File: config.mk
export PLATFORM = sky130hd
export DESIGN_NAME = mux4_rr_sched_flat
export DESIGN_NICKNAME = d
export VERILOG_FILES = /design/src/rtl/mux4_rr_sched_pkg.sv /design/src/rtl/mux4_rr_sched_if.sv /design/src/rtl/mux4_rr_sched_rr_pick4.sv /design/src/rtl/mux4_rr_sched.sv /design/src/flat_wrapper.sv
export SDC_FILE = /design/constraint.sdc
export NUM_CORES = 1
export LEC_CHECK = 0
export CAP_MARGIN = 30
export CORE_AREA = 8 8 57 94
export CTS_CLUSTER_DIAMETER = 30
export DETAILED_ROUTE_END_ITERATION = 16
export DIE_AREA = 0 0 65 102
export DONT_BUFFER_PORTS = 1
export PLACE_DENSITY = 0.7
export SETUP_SLACK_MARGIN = 0.4
export SYNTH_ARGS = -nofsm -noshare
export SYNTH_HDL_FRONTEND = slang
export SYNTH_SLANG_ARGS = --single-unit
File: constraint.sdc
create_clock -name CLK -period 7.9 [get_ports CLK]
set_input_delay 1.975 -clock CLK [delete_from_list [all_inputs] [get_ports CLK]]
set_output_delay 1.975 -clock CLK [all_outputs]
set_load 0.03 [all_outputs]
File: src/rtl/mux4_rr_sched_pkg.sv
// mux4_rr_sched_pkg: shared definitions for the 4-channel byte scheduler.
//   state_e  : scheduler FSM encoding (ARB / BURST_HOLD)
//   CH0..CH3 : channel index constants
//   onehot4  : 2-bit index -> 4-bit one-hot
package mux4_rr_sched_pkg;

  typedef enum logic {
    ARB        = 1'b0,
    BURST_HOLD = 1'b1
  } state_e;

  localparam logic [1:0] CH0 = 2'd0;
  localparam logic [1:0] CH1 = 2'd1;
  localparam logic [1:0] CH2 = 2'd2;
  localparam logic [1:0] CH3 = 2'd3;

  function automatic logic [3:0] onehot4(input logic [1:0] idx);
    logic [3:0] oh;
    oh      = 4'b0000;
    oh[idx] = 1'b1;
    return oh;
  endfunction

endpackage

File: src/rtl/mux4_rr_sched_if.sv
// mux4_rr_sched_if: producer/consumer bus of the 4:1 byte scheduler.
//   REQ[3:0]   per-channel data valid        A,B,C,D  channel 0..3 data
//   ACK[3:0]   one-hot capture pulse         F        selected byte
//   F_VALID    F holds a byte                F_READY  consumer accepts F
//   S[1:0]     index of channel whose byte is in F
// master: the environment (producers + consumer); slave: the scheduler.
interface mux4_rr_sched_if #(parameter int WIDTH = 8);
  logic [3:0]       REQ;
  logic [WIDTH-1:0] A, B, C, D;
  logic [3:0]       ACK;
  logic [WIDTH-1:0] F;
  logic             F_VALID;
  logic             F_READY;
  logic [1:0]       S;

  modport master (output REQ, A, B, C, D, F_READY,
                  input  ACK, F, F_VALID, S);
  modport slave  (input  REQ, A, B, C, D, F_READY,
                  output ACK, F, F_VALID, S);
endinterface

File: src/rtl/mux4_rr_sched_rr_pick4.sv
// rr_pick4: combinational 4-way rotating priority picker.
//   req_i[3:0] requests, ptr_i[1:0] highest-priority index
//   gnt_o[1:0] first requester scanning ptr_i upward with wrap, any_o = |req_i
module rr_pick4
  import mux4_rr_sched_pkg::*;
(
  input  logic [3:0] req_i,
  input  logic [1:0] ptr_i,
  output logic [1:0] gnt_o,
  output logic       any_o
);

  logic [1:0] idx;

  // Scan from the farthest offset down so the nearest requester to ptr wins.
  always_comb begin
    gnt_o = ptr_i;
    any_o = 1'b0;
    idx   = ptr_i;
    for (int k = 3; k >= 0; k--) begin
      idx = ptr_i + 2'(k);
      if (req_i[idx]) begin
        gnt_o = idx;
        any_o = 1'b1;
      end
    end
  end

endmodule

File: src/rtl/mux4_rr_sched.sv
// mux4_rr_sched: arbitrates four byte producers onto one valid/ready slot.
//   CLK        clock, rising edge
//   RST        synchronous active-high reset
//   bus        mux4_rr_sched_if.slave (REQ, A..D, F_READY in; ACK, F, F_VALID, S out)
// Parameters: WIDTH (data width), BURST (1..15 consecutive beats per channel).
// Build option: MUX4_SCHED_FIXED_PRIO_EN -> fixed priority (ch0 highest), no
// rotation pointer; burst limit still applies.
module mux4_rr_sched
  import mux4_rr_sched_pkg::*;
#(
  parameter int WIDTH = 8,
  parameter int BURST = 4
) (
  input logic              CLK,
  input logic              RST,
  mux4_rr_sched_if.slave   bus
);

  if (BURST < 1 || BURST > 15) begin : g_burst_range
    $error("mux4_rr_sched: BURST must be in 1..15");
  end

  localparam logic [3:0] BURST_C = 4'(BURST);

  state_e           state_q;
  logic [1:0]       owner_q;
  logic [3:0]       cnt_q;
  logic [WIDTH-1:0] f_q;
  logic [1:0]       s_q;
  logic [3:0]       ack_q;
  logic             vld_q;

  logic [1:0]       pick_ptr;
  logic [1:0]       pgnt;
  logic             pany;
  logic             hold_owner;
  logic [1:0]       gnt;
  logic             any;
  logic             take;
  logic [WIDTH-1:0] dsel;

  // Owner keeps the grant only while it still requests; once it drops,
  // the same cycle re-arbitrates starting just past the owner.
  assign hold_owner = (state_q == BURST_HOLD) && bus.REQ[owner_q];

`ifdef MUX4_SCHED_FIXED_PRIO_EN
  assign pick_ptr = CH0;
`else
  logic [1:0] ptr_q;
  assign pick_ptr = (state_q == BURST_HOLD) ? owner_q + 2'd1 : ptr_q;
`endif

  rr_pick4 u_pick (
    .req_i (bus.REQ),
    .ptr_i (pick_ptr),
    .gnt_o (pgnt),
    .any_o (pany)
  );

  assign gnt  = hold_owner ? owner_q : pgnt;
  assign any  = hold_owner | pany;
  assign take = any && (!vld_q || bus.F_READY);

  // 4:1 byte mux, select = current grant.
  always_comb begin
    dsel = bus.A;
    unique case (gnt)
      CH0: dsel = bus.A;
      CH1: dsel = bus.B;
      CH2: dsel = bus.C;
      CH3: dsel = bus.D;
      default: dsel = bus.A;
    endcase
  end

  always_ff @(posedge CLK) begin
    if (RST) begin
      state_q <= ARB;
      owner_q <= CH0;
      cnt_q   <= 4'd0;
      f_q     <= '0;
      s_q     <= CH0;
      ack_q   <= 4'b0000;
      vld_q   <= 1'b0;
`ifndef MUX4_SCHED_FIXED_PRIO_EN
      ptr_q   <= CH0;
`endif
    end else begin
      ack_q <= 4'b0000;
      if (take) begin
        f_q   <= dsel;
        s_q   <= gnt;
        vld_q <= 1'b1;
        ack_q <= onehot4(gnt);
        if (hold_owner) begin
          cnt_q <= cnt_q + 4'd1;
          if (cnt_q + 4'd1 == BURST_C) state_q <= ARB;
        end else begin
          // Fresh grant: pointer moves past the winner now; a burst
          // ends on the same pointer value, so no update is needed then.
          cnt_q   <= 4'd1;
          owner_q <= gnt;
          state_q <= (BURST > 1) ? BURST_HOLD : ARB;
`ifndef MUX4_SCHED_FIXED_PRIO_EN
          ptr_q   <= gnt + 2'd1;
`endif
        end
      end else begin
        if (bus.F_READY) vld_q <= 1'b0;
        if (!any) state_q <= ARB;
      end
    end
  end

  assign bus.F       = f_q;
  assign bus.S       = s_q;
  assign bus.ACK     = ack_q;
  assign bus.F_VALID = vld_q;

endmodule

File: src/flat_wrapper.sv
// flat-port wrapper written by rule: the top's interface ports become plain ports
module mux4_rr_sched_flat import mux4_rr_sched_pkg::*;
#(
  parameter int WIDTH = 8,
  parameter int BURST = 4
)
  (CLK, RST, bus_REQ, bus_A, bus_B, bus_C, bus_D, bus_F_READY, bus_ACK, bus_F, bus_F_VALID, bus_S);
  mux4_rr_sched_if #(.WIDTH(WIDTH)) bus_i ();
  input logic CLK;
  input logic RST;
  input wire logic [$bits(bus_i.REQ)-1:0] bus_REQ;
  input wire logic [$bits(bus_i.A)-1:0] bus_A;
  input wire logic [$bits(bus_i.B)-1:0] bus_B;
  input wire logic [$bits(bus_i.C)-1:0] bus_C;
  input wire logic [$bits(bus_i.D)-1:0] bus_D;
  input wire logic [$bits(bus_i.F_READY)-1:0] bus_F_READY;
  output wire logic [$bits(bus_i.ACK)-1:0] bus_ACK;
  output wire logic [$bits(bus_i.F)-1:0] bus_F;
  output wire logic [$bits(bus_i.F_VALID)-1:0] bus_F_VALID;
  output wire logic [$bits(bus_i.S)-1:0] bus_S;
  assign bus_i.REQ = bus_REQ;
  assign bus_i.A = bus_A;
  assign bus_i.B = bus_B;
  assign bus_i.C = bus_C;
  assign bus_i.D = bus_D;
  assign bus_i.F_READY = bus_F_READY;
  assign bus_ACK = bus_i.ACK;
  assign bus_F = bus_i.F;
  assign bus_F_VALID = bus_i.F_VALID;
  assign bus_S = bus_i.S;
  mux4_rr_sched #(.WIDTH(WIDTH), .BURST(BURST)) u_core (.CLK(CLK), .RST(RST), .bus(bus_i));
endmodule
==> summary.txt <==
Synthesis
  – Ys Warns: 0
  – Sequential share of the synthesized area: 0.274
  – Commonest cells in the netlist: nand2_1, dfxtp_1, mux2i_1
  – Syn_area_per_cell: approximately 9 µm²
  – Synthesized area: roughly 1800 µm²
  – Number of synthesized register bits: 24
  – Main area contributors after synthesis: dfxtp_1, mux2i_1, nand2_1, a222oi_1, ha_1
  – Yosys top cell area share: 0.274
  – EDFF count, synth: 0
  – Synth async-reset ratio: 0
  – Gate count of the mapped netlist: 200
  – Post-synthesis net count: between 200 and 250
  – Unique cell type count in the Yosys netlist: 53
  – Main flop type after synthesis: dfxtp_1
  – Cell taking the most area after synthesis: dfxtp_1
  – Most frequent cell after synthesis: nand2_1

Placed design
  – Cells after DPL: 234
  – Routability Congestion: about 0.9
  – Dpl hpwl: 3300 µm
  – PortBufs: 0
  – Placed cell area: about 1700 µm²

Timing
  – Final hold violations: 0
  – TNS Setup: 0 ps
  – Max_slew headroom: 0.577
  – Skew final: between 2 and 2.5 ps
  – Setup Viol. Count Final: 0
  – Worst-margin pin slew: between 600 and 700 ps
  – RSZ-0062 raised after global routing: false
  – Final worst path period share: 0.513
  – Fmax: between 0.2 and 0.25 GHz
  – Crit path time final: approximately 4000 ps
  – Final slew viol count: 0

Layout
  – Final Instance Area: 1780 µm²
  – Final core occ: 0.437
  – Fraction of layout instances using a drive strength above 1: 0.101
  – Post-layout nets: 235
  – P&R area growth vs syn: 1.71%
  – Final Non-Filler Cells: about 240
  – Number of diodes: 0

Die
  – Total Die Area: 6630 µm²
  – I/O Pins: between 50 and 60
  – Row count: 31
  – Initial core utilization: 0.430
  – Chip height: just over 100 µm
  – Horiz. Die Dim: between 60 and 70 µm
  – Core area: 4070 µm²

Drt
  – Final wirelength: approximately 4200 µm
  – Via count: ~1400
  – DR DRC count: 0
  – First drt pass iteration count: 6
  – DRT iter0 DRCs: between 80 and 90
  – Antenna viol nets, final: 0
  – Drt wl/cell: approximately 18 µm
  – Via/cell ratio: roughly 6

CTS
  – Post-CTS setup buffers: 0
  – Clock transition at path regs: about 80 ps
  – CTS tree: done
  – Cells resized by post-CTS repair: 0
  – TritonCTS Buffers: 3
  – Hold_buf cts: 0
  – CTS Sinks: 24
  – Clk root buf: clkbuf_8
  – Worst-Skew Late Latency: roughly 270 ps
  – Clock buffer depth: 2
  – H-tree depth: 1

Setup path
  – Startpoint types: input pin
  – Maximum fanout along the worst path: 15
  – Crit path DAT: about 4200 ps
  – Crit path required time: about 8100 ps
  – CP Capture Type: register
  – Kind of critical path: input pin to register

Global route
  – Largest net degree at the start of global routing: 23
  – First-pass GRT wire length: between 7000 and 8000 µm
  – GR Util All Layers: 0.131
  – Vias in the first global route: about 1500
  – Initial antenna violation count: 0
  – Remaining global-route overflow: 0

Pwr
  – Leak Pwr: roughly 0.70 nW
  – Peak supply drop: between 0.2 and 0.25 mV
  – Pwr per Cell Area: 347 nW/µm²

Run
  – Max-cap violations: 0

Outcome
  – Status: complete, no violations

Min path
  – Classification of the worst-slack hold path: register to register
## critical path, cell delays in order
cell      delay (ps)
mux2i_1          190
o22a_1           270
inv_2            100
o41ai_4          440
inv_1            120
ha_1             320
a222oi_1         300
nor2_1            70
a21oi_1          120
nor2_1            50
mux2_4           250
## cells in the final DEF, fill, tap and decap left out, types with 5 or more instances in the layout
cell,netlist,final
mux2i_1,13,13
nand2b_1,6,6
nand2_1,25,25
ha_1,6,6
and3_1,5,5
mux2_4,5,5
nor2_1,8,8
inv_1,5,5
o21ai_0,9,9
dfxtp_1,24,24
nor2b_1,11,11
a21oi_1,9,9
a222oi_1,8,8
## cells by family after synthesis
family          Yosys count  synth area share
fa+ha+maj                 6            0.0429
flops                    24             0.274
compound gates           56             0.256
xor+xnor                  1           0.00500
simple gates             72             0.214
mux                      20             0.145
buf+inv                  21            0.0621
## power by group
group	internal, mW	switching, mW
clock	0.0445	0.0382
sequential	0.158	0.101
combinational	0.133	0.143
total	0.336	0.282
## state kept, by name, summed over array words and instances, names as in the netlist
signal,cells
u_core.owner_q,2
u_core.bus.S,2
u_core.bus.F_VALID,1
u_core.bus.ACK,4
u_core.state_q,1
u_core.ptr_q,2
u_core.cnt_q,4
u_core.bus.F,8
## routing by layer
metal  part of all wire  GRT usage  vias up
met5                  0          0        -
met4              0.021     0.0625        0
met3              0.094     0.0494        7
met2               0.49      0.228       55
met1               0.39      0.135      652
li1                   -          -      721
## path summary, 6_finish.rpt
path,from,endpoint,slack (ps),cells past startpoint
max,bus_REQ[1],u_core.bus.F[1],3840,11
min,u_core.cnt_q[3],u_core.cnt_q[3],550,2
max reg2reg,u_core.owner_q[0],u_core.bus.F[1],4750,11
min reg2reg,u_core.cnt_q[3],u_core.cnt_q[3],550,2
## final cells by class
cell class,instances,area (µm²)
Tap cell,49,61.3
Inverter,6,22.5
Multi-Input combinational cell,155,1160
Sequential cell,24,480
Clock buffer,4,55.1
Fill cell,408,2290
## metrics by stage
stage	worst slack (ps)	hold slack (ps)	power, mW
after global routing	3610	596	0.666
final	3840	547	0.618
after floorplan	3590	500	0.500
after global placement	3560	540	0.537
after CTS	3840	559	0.625
after detailed placement	3570	547	0.540
Note: power is estimated with default switching activity, not from simulation.
